## config.mk

```make
export PLATFORM = sky130hd
export DESIGN_NAME = fpga_robots_game_tmarb
export DESIGN_NICKNAME = d
export VERILOG_FILES = /design/src/rtl/fpga_robots_game_tmarb.sv
export SDC_FILE = /design/constraint.sdc
export NUM_CORES = 1
export LEC_CHECK = 0
export ABC_AREA = 1
export BUFFER_PORTS_ARGS = -buffer_cell sky130_fd_sc_hd__clkbuf_2
export CAP_MARGIN = 10
export CORE_MARGIN = 2
export CORE_UTILIZATION = 45
export DETAILED_ROUTE_END_ITERATION = 8
export GPL_TIMING_DRIVEN = 0
export PLACE_DENSITY = 0.8
export SLEW_MARGIN = 20
export SYNTH_ARGS = -nofsm -noshare
export SYNTH_HDL_FRONTEND = slang
export SYNTH_SLANG_ARGS = --single-unit
```

## constraint.sdc

```tcl
create_clock -name clk -period 1.68 [get_ports clk]
set_input_delay 0 -clock clk [delete_from_list [all_inputs] [get_ports clk]]
set_output_delay 0 -clock clk [all_outputs]
set_load 0.02 [all_outputs]
```

## src/rtl/fpga_robots_game_tmarb.sv

```systemverilog
// Tile map port arbiter: game play (A) and host peek/poke (B) share the video tile map port.
// Optional A-priority with B starvation guard is enabled by FPGA_ROBOTS_TMARB_PRIO_EN.
module fpga_robots_game_tmarb #(
  parameter int unsigned AW         = 13,
  parameter int unsigned DW         = 8,
  parameter int unsigned STARVE_MAX = 4
) (
  input  logic          clk,
  input  logic          rst,
  // port A: game play
  input  logic          a_req,
  input  logic [AW-1:0] a_adr,
  input  logic          a_wen,
  input  logic [DW-1:0] a_wrt,
  output logic          a_ack,
  output logic          a_rvld,
  // port B: host peek/poke
  input  logic          b_req,
  input  logic [AW-1:0] b_adr,
  input  logic          b_wen,
  input  logic [DW-1:0] b_wrt,
  output logic          b_ack,
  output logic          b_rvld,
  // shared read data
  output logic [DW-1:0] rdat,
  // tile map memory
  output logic [AW-1:0] tm_adr,
  output logic [DW-1:0] tm_wrt,
  output logic          tm_wen,
  input  logic [DW-1:0] tm_red
);

  logic          a_ack_q, a_ack_d;
  logic          b_ack_q, b_ack_d;
  logic          a_rvld_q, a_rvld_d;
  logic          b_rvld_q, b_rvld_d;
  logic [DW-1:0] rdat_q, rdat_d;
  logic [AW-1:0] tm_adr_q, tm_adr_d;
  logic [DW-1:0] tm_wrt_q, tm_wrt_d;
  logic          tm_wen_q, tm_wen_d;
  logic          rd_pend_q, rd_pend_d;
  logic          rd_tag_q, rd_tag_d;

  logic a_elig, b_elig;
  logic grant_a, grant_b;

  // A requester being acked this cycle has not advanced yet, so it cannot be granted again.
  assign a_elig = a_req & ~a_ack_q;
  assign b_elig = b_req & ~b_ack_q;

`ifdef FPGA_ROBOTS_TMARB_PRIO_EN
  localparam int unsigned CW = $clog2(STARVE_MAX + 1);

  logic [CW-1:0] starve_q, starve_d;
  logic          b_starved;

  assign b_starved = (starve_q >= CW'(STARVE_MAX));

  always_comb begin
    grant_a = 1'b0;
    grant_b = 1'b0;
    if (a_elig && b_elig) begin
      if (b_starved) grant_b = 1'b1;
      else           grant_a = 1'b1;
    end else if (a_elig) begin
      grant_a = 1'b1;
    end else if (b_elig) begin
      grant_b = 1'b1;
    end
  end

  // Counts A grants that B sat through; saturates rather than wrapping.
  always_comb begin
    starve_d = starve_q;
    if (grant_b || !b_req) begin
      starve_d = '0;
    end else if (grant_a && b_elig && !b_starved) begin
      starve_d = starve_q + 1'b1;
    end
  end

  always_ff @(posedge clk) begin
    if (rst) starve_q <= '0;
    else     starve_q <= starve_d;
  end
`else
  logic last_b_q, last_b_d;

  always_comb begin
    grant_a = 1'b0;
    grant_b = 1'b0;
    if (a_elig && b_elig) begin
      if (last_b_q) grant_a = 1'b1;
      else          grant_b = 1'b1;
    end else if (a_elig) begin
      grant_a = 1'b1;
    end else if (b_elig) begin
      grant_b = 1'b1;
    end
  end

  always_comb begin
    last_b_d = last_b_q;
    if (grant_a)      last_b_d = 1'b0;
    else if (grant_b) last_b_d = 1'b1;
  end

  // Pointer resets to B so that A wins the first contention.
  always_ff @(posedge clk) begin
    if (rst) last_b_q <= 1'b1;
    else     last_b_q <= last_b_d;
  end
`endif

  // Memory command and ack generation.
  always_comb begin
    tm_adr_d  = tm_adr_q;
    tm_wrt_d  = tm_wrt_q;
    tm_wen_d  = 1'b0;
    a_ack_d   = grant_a;
    b_ack_d   = grant_b;
    rd_pend_d = 1'b0;
    rd_tag_d  = 1'b0;
    if (grant_a) begin
      tm_adr_d  = a_adr;
      tm_wrt_d  = a_wrt;
      tm_wen_d  = a_wen;
      rd_pend_d = ~a_wen;
      rd_tag_d  = 1'b0;
    end else if (grant_b) begin
      tm_adr_d  = b_adr;
      tm_wrt_d  = b_wrt;
      tm_wen_d  = b_wen;
      rd_pend_d = ~b_wen;
      rd_tag_d  = 1'b1;
    end
  end

  // Read return: memory data is valid the cycle the address is on tm_adr.
  always_comb begin
    rdat_d   = rdat_q;
    a_rvld_d = rd_pend_q & ~rd_tag_q;
    b_rvld_d = rd_pend_q & rd_tag_q;
    if (rd_pend_q) rdat_d = tm_red;
  end

  always_ff @(posedge clk) begin
    if (rst) begin
      tm_adr_q  <= '0;
      tm_wrt_q  <= '0;
      tm_wen_q  <= 1'b0;
      a_ack_q   <= 1'b0;
      b_ack_q   <= 1'b0;
      a_rvld_q  <= 1'b0;
      b_rvld_q  <= 1'b0;
      rdat_q    <= '0;
      rd_pend_q <= 1'b0;
      rd_tag_q  <= 1'b0;
    end else begin
      tm_adr_q  <= tm_adr_d;
      tm_wrt_q  <= tm_wrt_d;
      tm_wen_q  <= tm_wen_d;
      a_ack_q   <= a_ack_d;
      b_ack_q   <= b_ack_d;
      a_rvld_q  <= a_rvld_d;
      b_rvld_q  <= b_rvld_d;
      rdat_q    <= rdat_d;
      rd_pend_q <= rd_pend_d;
      rd_tag_q  <= rd_tag_d;
    end
  end

  assign a_ack  = a_ack_q;
  assign b_ack  = b_ack_q;
  assign a_rvld = a_rvld_q;
  assign b_rvld = b_rvld_q;
  assign rdat   = rdat_q;
  assign tm_adr = tm_adr_q;
  assign tm_wrt = tm_wrt_q;
  assign tm_wen = tm_wen_q;

endmodule

```

==> results of run 1 <==
-- report_power, final --
group	switching [mW]	internal [mW]
Clock	0.311	0.332
Sequential	0.0391	0.956
Combinational	0.327	0.222
-- flip-flops by register name (all words and copies together) (netlist names) --
name / flops
rd_pend_q: 1
tm_wen: 1
last_b_q: 1
rdat: 8
b_rvld: 1
a_rvld: 1
tm_wrt: 8
tm_adr: 13
rd_tag_q: 1
b_ack: 1
a_ack: 1
-- cell type report --
cell class,instances,area [µm²]
timing repair buffer,101,566
clock inverter,2,13.8
tap,48,60.1
buffer,16,95.1
clock buffer,6,82.6
inverter,29,109
multi-input combinational,170,756
sequential,37,741
fill,330,1210
-- what timing repair did --
item,CTS,global route
buffers inserted,0,0
setup endpoints to repair,0,1
hold buffers,12,0
endpoints found under the hold margin,13,0
-- how the worst max path moves through the flow --
stage,endpoint,slack (ns),cells past startpoint
floorplan,tm_adr[0],0.53,6
global placement,tm_adr[3],0.52,7
detailed placement,tm_adr[4],0.48,7
CTS,tm_wen,0.12,6
global route,tm_wen,0.01,6
finish,tm_wen,0.12,6
-- metrics by stage --
stage                     setup WS, ns  cell area (µm²)  hold WS (ns)  instances
after detailed placement         0.477             2210         0.209        389
after floorplan                  0.525             1700        0.0717        252
final                            0.120             2420        0.0312        409
after global routing            0.0128             2420        0.0531        409
after global placement           0.524             2210         0.205        389
after CTS                        0.123             2420        0.0237        409
-- kinds of logic after synthesis --
family | Yosys count
buf+inv | 45
simple gates | 119
flops | 37
compound gates | 51
-- metal layers --
metal / vias up / routed length (µm) / part of all wire [%]
li1: 1011 / - / -
met1: 819 / 1940 / 43
met2: 69 / 2140 / 48
met3: 5 / 356 / 7.9
met4: 0 / 48 / 1.1
met5: - / 0 / 0
-- tightest hold or removal path, stage by stage --
cell      delay [ns]
clkbuf_2        0.08
inv_1           0.04
a21oi_1         0.03
nor2_1          0.09
nor2_1          0.04
-- cell usage in the layout, fill, tap and decap left out, drive strengths merged --
master       instances
inv                 28
clkinv               3
nor2                62
dfxtp               37
nor3                 3
clkbuf              97
nand3               22
o21ai               29
buf                 14
dlygate4sd3         12
a21oi               21
o211ai               1
nand2               32
==> impl.org, run 1 <==
** Floorplan
- The die covers 4290 µm².
- Initial cell density of the core :: 46.8%
- Rows :: 22
- In this run the vertical extent of the chip is 65.5 µm.
- The total area inside the core boundary comes to 3630 µm².
- Pin placement for this block handled 90 I/O pins.
- Chip Width :: 65.5 µm

** Synthesis
- Synth Area in Adders :: 0%
- Number of instances in the synthesized netlist :: 252
- Counting flops with an async set or reset pin after synthesis yields a share of 0%.
- In this run the mean area of a mapped cell was 6.75 µm².
- Dominant combinational cell family by area after synthesis :: simple AND/OR/NAND/NOR gates
- In this run, distinct cell masters in the synthesized netlist total 20.
- The most used flip-flop cell after synthesis is dfxtp_1.
- Yosys attributes the largest share of cell area to dfxtp_1, nor2_1, nand2_1, a21oi_1, nand3_1.
- Count of yosys warnings during synthesis :: 0
- Sequential elements use 43.6% of the synthesized area.
- After synthesis the netlist holds a flip-flop and latch count of 37.
- Post-synthesis cell type with the largest combined area :: dfxtp_1
- Post-synthesis share of cell area spent on xor and xnor gates :: 0%
- The portion of synthesized area spent on multiplexers is 0%.
- Cell area after synthesis :: 1700 µm²
- The synthesized design devotes to its leading area cell type 43.6% of total area.
- Summing the areas of all compound-gate instances in the mapped netlist gives 15.2% of the synthesized area.
- Most frequent cell after synthesis :: nor2_1
- When the netlist entered floorplanning its net count stood at 308.
- The synthesized design contains 0 enable-type register cells.
- Of the total synthesized cell area, the portion taken by AND, OR, NAND and NOR gates is 29.3%.
- Sorting the synthesized cells by how often they occur yields nor2_1, dfxtp_1, nand2_1, inv_1.

** Clock network
- Clock-pin slew was measured on the worst setup and hold paths at 0.07 ns.
- Counting the buffers created by CTS gives 5.
- No sink is reached through more buffers than the 2 on the longest clock path.
- For the worst-skew pair, the clock arrives at the later sink with an insertion delay of 0.29 ns.
- Post-CTS repair changed the size of 0 cells.
- CTS tree :: built
- Root Driver :: clkbuf_8
- The clock drives 37 sinks.
- H-tree lvl count :: 2

** Hold path
- The worst hold path terminates at tm_adr[7].
- Hold wc startpoint :: b_adr[7]
- Worst hold path type :: in2reg
- Counting instances, the worst hold path has a depth of 5.

** Power and ir drop
- Across the VDD grid, the largest voltage drop is 0.558 mV.
- Power spread over the standard cell area amounts to 903 nW/µm².
- Final Total Pwr :: 2.19 mW
- Reported leakage power :: 1.35 nW

** Place
- Number of input and output port buffers inserted :: 89
- Half-perimeter wire length of the detailed placement result :: 3.13 mm
- Final Wtd Congestion :: 0.719

** Route
- The first detailed-routing pass took 6 iterations.
- Routed wirelength normalized by instance count :: 11.0 µm
- Wires add up to 4.48 mm.
- Summing over every cut layer, the via total after detailed routing is 1904.
- Initial drt markers :: 60
- In this run the remaining antenna-violating nets after routing total 0.
- Via-to-Cell Ratio :: 4.66
- After detailed routing, the number of remaining DRC violations is 0.

** STA
- Setup violations remaining at the end of the flow were counted as 0.
- Minimum period implied by the final worst setup slack :: 1.56 ns
- Max Clk Rate :: 641 MHz
- For the final database, setup skew stands at 0.00759 ns.
- At the pin with the least slew margin, the transition time is 0.414 ns.
- Setup TNS Final :: 0 ns
- The final critical path takes up 92.9% of the cycle.
- Setup repair after global routing missed its margin :: false
- Final Slew Violations :: 0
- Headroom to the max-slew limit came out at 72.4%.
- The number of failing hold endpoints at the final stage is 0.

** Worst setup path
- Worst-path maximum fanout :: 8
- Counting cells, the worst reg-to-reg path comes to 6.
- At the worst endpoint, the required time is 1.91 ns.
- Most repeated library cell on the critical path :: nand2_1
- In this run the register-to-register setup slack is 0.12 ns.
- The critical path starts at a_ack.
- Critical path's top delay family :: simple AND/OR/NAND/NOR gates
- The signal on the critical path passes through nor2_4 > nand2_1 > nor2_1 > nand2_1 > nand2_1 > dlygate4sd3_1.
- Startpoint class of the critical path :: flip-flop
- On the critical path, the stage with the largest delay is an instance of dlygate4sd3_1.
- The worst setup path is of the reg2reg kind.
- Sum of buffers and inverters on the critical path :: 1
- The worst register-to-register path begins at a_ack.
- Endpoint of the most critical register-to-register path :: tm_wen
- The worst setup path is captured at a flip-flop.
- Largest stage delay on the critical path :: 0.54 ns
- STA puts the critical path data arrival time at 1.79 ns.

** Cells and area
- Area growth from synthesis to layout :: 42.5%
- Share of post-route cells with drive strength above 1 :: 32.7%
- For this run, the share of the core covered by cells in the final layout is 66.7%.
- Diode insertion count for antenna repair :: 0
- Total Nets Final :: 416

** Global route
- In the global route stage, met2 resource usage came out at 38.4%.
- For met1 alone, demand over resource in global routing was 27.1%.
- The first global-routing pass estimated 7.33 mm of wire.
- The via count of the first global-routing pass is 1692.
- The global routing stage identified its most utilized layer as met2.
- Largest net degree at the start of global routing :: 13
- Overall overflow remaining after global route :: 0
- In the global route stage, met3 resource usage came out at 5.82%.
- The initial antenna violation count is 0.
- Global routing used 22.2% of the available tracks.

** Job
- Max-capacitance violation count :: 0

** Status
- Status :: finished, final reports clean
Power figures use the tool's default switching activity.
==> run 2, diff against run 1 <==
CELL_PAD_IN_SITES_DETAIL_PLACEMENT = 1   (was not set)
CELL_PAD_IN_SITES_GLOBAL_PLACEMENT = 1   (was not set)
CORE_UTILIZATION = 32   (was 45)
PLACE_DENSITY = not set   (was 0.8)
PLACE_DENSITY_LB_ADDON = 0.1   (was not set)
==> impl.org, run 2 (synthesized netlist as in run 1, its figures left out) <==
** Worst setup path
- The reg-to-reg setup timing slack was 0.16 ns (+0.04 ns).
- Kind of end point of the critical path :: flip-flop
- The data arrival at the endpoint of the critical path came to 1.76 ns (-0.03 ns).
- Worst-path maximum fanout :: 8 (unchanged)
- The startpoint identified for the worst register-to-register timing path is b_ack.
- Startpoint class of the critical path :: flip-flop
- R2R depth :: 7 (+1)
- Crit path required time :: 1.92 ns (about the same)
- By startpoint and endpoint, the worst setup path is classified as reg2reg.
- Endpoint of the most critical register-to-register path :: tm_wen

** Job
- Max-capacitance violation count :: 0 (unchanged)

** Cells and area
- The total of fill cells in the finished design is 699 (+110%).
- Leaving out fill and tap cells, the most frequent cell in the layout is clkbuf_2.
- The area growth from synthesis to layout is 44.2%.
- Leaving out fill and tap cells, the most frequent cells in the layout are clkbuf_2, nor2_1, dfxtp_1.
- Diode insertion count for antenna repair :: 0 (unchanged)
- The final net count was 417 (+0.24%).
- Flip-flop count of the largest register after layout :: 13 (unchanged)
- The area of combinational cells with multiple inputs was 756 µm² (unchanged).
- Share of post-route cells with drive strength above 1 :: 32.9% (+0.19 points)
- Sequential cell area :: 741 µm² (unchanged)

** Power and ir drop
- Fraction of power spent switching nets :: 33.1% (+2.1 points)
- Internal Pwr Total :: 1.47 mW (-2.4%)
- Reported leakage power :: 1.35 nW (-0.13%)
- Combinational group share of total power :: 25.4% (+0.3 points)
- Max VDD drop :: 0.362 mV (-35%)
- The switching power of the nets came to 728 µW (+7.4%).
- The power consumption is 2.20 mW (+0.65%).
- Clk network pwr share :: 29.4% (about the same)
- Register share of total power :: 45.2% (-0.3 points)
- Total power divided by cell area :: 898 nW/µm² (-0.53%)

** Route
- Initial drt markers :: 54 (-10%)
- DRC :: 0 (unchanged)
- Residual antenna-violating net count after detailed routing :: 0 (unchanged)
- Post-detailed-routing wire length :: 5.23 mm (+17%)
- The total number of vias is 1951 (+2.5%).
- Routed wirelength normalized by instance count :: 12.1 µm (+11%)
- Number of iterations in the first detailed-routing pass :: 4 (-2)
- The via count normalized by instance count is 4.52 (-3.0%).

** Global route
- First-pass GRT wire length :: 9.02 mm (+23%)
- Overall overflow remaining after global route :: 0 (unchanged)
- The via count of the first global-routing pass is 1989 (+18%).
- The initial antenna violation count came to 0 (unchanged).
- The total global-route track usage is 19.0% (-3.2 points).
- Largest net degree at the start of global routing :: 14 (+1)

** Clock network
- Resized cells post-CTS :: 0 (unchanged)
- The clock-pin slew on the worst setup and hold paths is 0.09 ns (+0.02 ns).
- The number of buffers on the longest clock path was 2 (unchanged).
- Number of buffers created by CTS :: 5 (unchanged)
- H-tree lvl count :: 2 (unchanged)
- The insertion delay to the later sink of the worst-skew pair was 0.29 ns (about the same).
- The TritonCTS sink count came to 37 (unchanged).
- CTS tree :: built
- Clock tree synthesis selected as its root buffer the cell clkbuf_8.

** Floorplan
- # IOs :: 90 (unchanged)
- Chip Width :: 76.9 µm (+17%)
- The area enclosed by the die boundary came to 5910 µm² (+38%).
- Core area :: 5110 µm² (+41%)
- The starting density of the core was 33.3% (-14 points).
- Rows :: 26 (+18%)
- The overall die height is 76.9 µm (+17%).

** STA
- Actual slew at the worst max-slew pin :: 0.449 ns (+0.0347 ns)
- The number of pins exceeding their max-slew limit in the final report is 0 (unchanged).
- Setup repair after global routing left no endpoint under its margin.
- The post-route setup TNS is 0 ns (unchanged).
- The final worst-path setup slack came to 0.161 ns (+0.0419 ns).
- Tcrit/Tclk final :: 90.4% (-2.5 points)
- The top achievable clock speed is 659 MHz (+2.8%).
- The final critical delay including setup and external delays came to 1.52 ns (-0.0419 ns).
- The number of failing hold endpoints at the final stage came to 0 (unchanged).
- Rel. slew slack :: 70.1% (-2.3 points)
- Final setup violation count :: 0 (unchanged)
- The post-route clock skew came to 0.00896 ns (+0.00137 ns).

** Hold path
- Worst hold path type :: in2reg
- Hold wc startpoint :: b_wrt[2]
- Worst Hold Endpoint :: tm_wrt[2]
- Hold depth :: 5 (unchanged)

** Place
- The worst slack at placement is 0.464 ns (-0.0134 ns).
- The count of buffers inserted at the top-level ports is 89 (unchanged).
- Half-perimeter wire length of the detailed placement result :: 3.89 mm (+24%)
- Final Wtd Congestion :: 0.723 (+0.58%)

** Status
- The run finished with clean final reports.
run 2: changes by cell type in the layout (fill, tap and decap cells not counted):
cell / before / now
clkbuf_8: 6 / 5
clkinv_4: 1 / 0
clkinvlp_4: 0 / 1
inv_6: 0 / 1
buf_4: 2 / 3
run 2: power groups by stage:
stage | Combinational [mW] | Sequential, mW | Clock (mW)
floorplan | 0.246 | 1.10 | 0
global placement | 0.531 | 1.01 | 0
detailed placement | 0.541 | 1.02 | 0
CTS | 0.565 | 0.995 | 0.673
global route | 0.632 | 1.00 | 0.729
finish | 0.558 | 0.996 | 0.648
run 2: layout make-up:
class                      count  share of cell area, %
buffer                        16                   3.88
clock buffer                   5                   2.81
clock inverter                 3                  0.868
inverter                      29                   4.44
multi-input combinational    170                   30.8
sequential                    37                   30.2
tap                           70                   3.57
timing repair buffer         102                   23.4
run 2: how the worst max path moves through the flow:
stage	end	cells after the start	from
after floorplan	tm_adr[0]	6	b_ack
after global placement	tm_wrt[1]	7	b_ack
after detailed placement	tm_wrt[0]	7	b_ack
after CTS	tm_wen	6	a_ack
after global routing	tm_wen	7	b_ack
final	tm_wen	7	b_ack
run 2: repair_timing:
action / CTS / global route
setup buffers: 0 / 1
endpoints found under the hold margin: 15 / 0
hold buffers: 12 / 0
setup endpoints to repair: 0 / 1
run 2: metrics by stage:
step	area [µm²]	util (%)	hold WS, ns	std cells
finish	2450	48.0	0.0239	432
global route	2450	48.0	0.0551	432
CTS	2440	47.8	0.0231	431
detailed placement	2230	43.7	0.226	411
global placement	2230	43.7	0.215	411
floorplan	1700	-	0.0717	252
run 2: per-layer routing:
metal | up-vias | global-route usage (%) | wire [µm]
met3 | 2 | 5.41 | 337
met5 | - | 0 | 0
met4 | 0 | 5.45 | 27
li1 | 1009 | - | -
met2 | 62 | 32.5 | 2460
met1 | 878 | 23.1 | 2400
run 2: critical path, cell delays in order, from the launching register on:
cell and delay (ns):
dfxtp_1 0.34, inv_1 0.06, nand3_2 0.15, nand2_1 0.07, nor2_1 0.17, nand2_1 0.07, nand2_1 0.06, dlygate4sd3_1 0.53
==> run 3, diff against run 2 <==
==> constraint.sdc (replaced) <==
create_clock -name clk -period 1.68 [get_ports clk]
set_input_delay 0.336 -clock clk [delete_from_list [all_inputs] [get_ports clk]]
set_output_delay 0.336 -clock clk [all_outputs]
set_load 0.02 [all_outputs]
==> impl.org, run 3 (synthesized netlist as in run 1, its figures left out) <==
** Cells and area
- Area growth from synthesis to layout :: 36.6%
- The library cell used most frequently in the layout, excluding fill and tap cells, is clkbuf_2.
- Sequential cell area :: 741 µm² (unchanged)
- Final cell count without fillers :: 419 (-3.0%)
- Diode insertion count for antenna repair :: 0 (unchanged)
- Commonest cells after routing, fill and taps aside :: clkbuf_2, nor2_1, dfxtp_1
- The final net count is 404 (-3.1%).
- The area of combinational cells with multiple inputs is 756 µm² (unchanged).
- Filler cell count in the final layout :: 703 (+0.57%)
- Design Area, Final :: 2320 µm² (-5.2%)
- Flip-flop count of the largest register after layout :: 13 (unchanged)
- Share of post-route cells with drive strength above 1 :: 33.8% (+0.94 points)

** Route
- The first-pass iteration count of the detailed router is 4 (unchanged).
- The via count normalized by instance count came to 4.55 (+0.78%).
- Routed wirelength normalized by instance count :: 12.0 µm (-0.86%)
- Residual antenna-violating net count after detailed routing :: 0 (unchanged)
- Detailed-route via count :: 1907 (-2.3%)
- DRC :: 0 (unchanged)
- The number of violations reported at the end of detailed-routing iteration 0 came to 36 (-33%).
- The total length of routed wires is 5.03 mm (-3.8%).

** Floorplan
- The starting density of the core is 33.3% (unchanged).
- The x dimension of the die came to 76.9 µm (unchanged).
- Core area :: 5110 µm² (unchanged)
- The count of pins on the block boundary came to 90 (unchanged).
- The total number of placement rows is 26 (unchanged).
- The area enclosed by the die boundary came to 5910 µm² (unchanged).
- Vertical extent of the die :: 76.9 µm (unchanged)

** Worst setup path
- The total buffers and inverters traversed by the critical path came to 1 (-1).
- The worst register-to-register path begins at b_ack.
- Worst-path maximum fanout :: 3 (-5)
- R2R depth :: 7 (unchanged)
- The data arrival at the endpoint of the critical path came to 0.91 ns (-0.85 ns).
- In this run the critical register-to-register path is captured at tm_adr[5].
- Critical path's top delay family :: flip-flops
- The data required time at the worst endpoint is 1.34 ns (-0.58 ns).
- The critical path is of the reg2out type.
- Kind of end point of the critical path :: output pin
- The worst setup path is launched from a flip-flop.
- The largest incremental delay on the critical path is 0.41 ns (-0.12 ns).
- The slowest stage of the critical path is the dfxtp_1 cell.
- Worst reg2reg setup slack :: 0.48 ns (+0.32 ns)
- Cell Chain, Critical Path :: clkbuf_2

** Power and ir drop
- Reported leakage power :: 1.29 nW (-4.2%)
- Max VDD drop :: 0.372 mV (+2.8%)
- The cell area power density came to 934 nW/µm² (+3.9%).

** Clock network
- Clock Latency Late Sink :: 0.29 ns (about the same)
- Root Driver :: clkbuf_8
- Number of buffers created by CTS :: 5 (unchanged)
- The depth of the CTS H-tree is 2 (unchanged).
- The clock-pin slew on the worst setup and hold paths is 0.08 ns (about the same).
- CTS tree :: built
- Num Clock Sinks :: 37 (unchanged)
- Resized cells post-CTS :: 0 (unchanged)
- The number of buffers on the longest clock path was 2 (unchanged).
- The number of hold-repair buffers added at the cts stage was 0 (-12).
- Post-CTS Setup Repair Bufs :: 0 (unchanged)

** STA
- Rel. slew slack :: 70.3% (+0.20 points)
- The top achievable clock speed was 805 MHz (+22%).
- The total setup violations reported at the end of the flow was 0 (unchanged).
- The number of pins exceeding their max-slew limit in the final report came to 0 (unchanged).
- Final count of hold timing violations :: 0 (unchanged)
- Worst-case clock skew :: 0.00727 ns (-0.00169 ns)
- Setup repair after global routing left no endpoint under its margin.
- The share of the clock period used by the worst path after layout came to 73.9% (-16 points).
- Actual slew at the worst max-slew pin :: 0.446 ns (-0.00297 ns)
- The final critical delay including setup and external delays is 1.24 ns (-0.277 ns).
- Setup TNS Final :: 0 ns (unchanged)

** Global route
- Overall global routing resource usage :: 18.1% (-0.92 points)
- The first-pass GRT wire length came to 8.59 mm (-4.7%).
- Overall overflow remaining after global route :: 0 (unchanged)
- Via count of the first global-routing pass :: 1948 (-2.1%)
- The initial antenna violation count is 0 (unchanged).
- Largest net degree at the start of global routing :: 14 (unchanged)

** Hold path
- Worst hold path type :: in2reg
- Hold depth :: 3 (-2)
- The worst hold path begins at a_wen.
- For hold timing, the worst endpoint is tm_wen.

** Place
- The count of buffers inserted at the top-level ports was 89 (unchanged).
- Final Wtd Congestion :: 0.723 (unchanged)
- Cell area after placement :: 2230 µm² (unchanged)
- The placed wire-length estimate after detailed placement is 3.89 mm (unchanged).
- The number of placed instances, taps included was 411 (unchanged).

** Status
- Status :: finished, final reports clean

** Job
- The number of max-cap violations came to 0 (unchanged).
run 3: cell types whose count changed in the layout (fill, tap and decap cells not counted):
| cell | change |
|---|---|
| dlygate4sd3_1 | -12 |
| buf_4 | -1 |
run 3: routing by layer:
| metal | part of all wire, % | global-route usage, % |
|---|---|---|
| met1 | 46 | 21.4 |
| met2 | 47 | 31.3 |
| met3 | 6.7 | 5.41 |
| met4 | 0.56 | 5.45 |
| met5 | 0 | 0 |
run 3: worst max path at each step:
stage                     startpoint  slack (ns)   endpoint  cells after the start
after CTS                      a_ack        0.42      a_ack                      1
after detailed placement         rst        0.39  tm_adr[7]                      5
after global routing           b_ack        0.31  tm_adr[0]                      7
final                          a_ack        0.44      a_ack                      1
after global placement         a_req        0.41  tm_wrt[0]                      7
after floorplan                b_ack        0.53  tm_adr[0]                      6
run 3: power breakdown:
part	internal (mW)	switching, mW
Sequential	0.955	0.0395
Clock	0.295	0.348
Combinational	0.203	0.329
run 3: area by class of cell:
type,instances,share of cell area [%]
Buffer,16,4.09
Multi-Input combinational cell,170,32.5
Sequential cell,37,31.9
Clock buffer,5,2.96
Clock inverter,3,0.915
Timing Repair Buffer,89,19.2
Tap cell,70,3.77
Inverter,29,4.68
run 3: per-stage QoR:
stage / setup WS [ns] / hold slack (ns) / util, % / power (mW)
detailed placement: 0.389 / 0.421 / 43.7 / 1.56
global placement: 0.411 / 0.411 / 43.7 / 1.54
floorplan: 0.525 / 0.398 / - / 1.35
finish: 0.438 / 0.259 / 45.5 / 2.17
global route: 0.309 / 0.251 / 45.5 / 2.33
CTS: 0.420 / 0.254 / 45.5 / 2.21
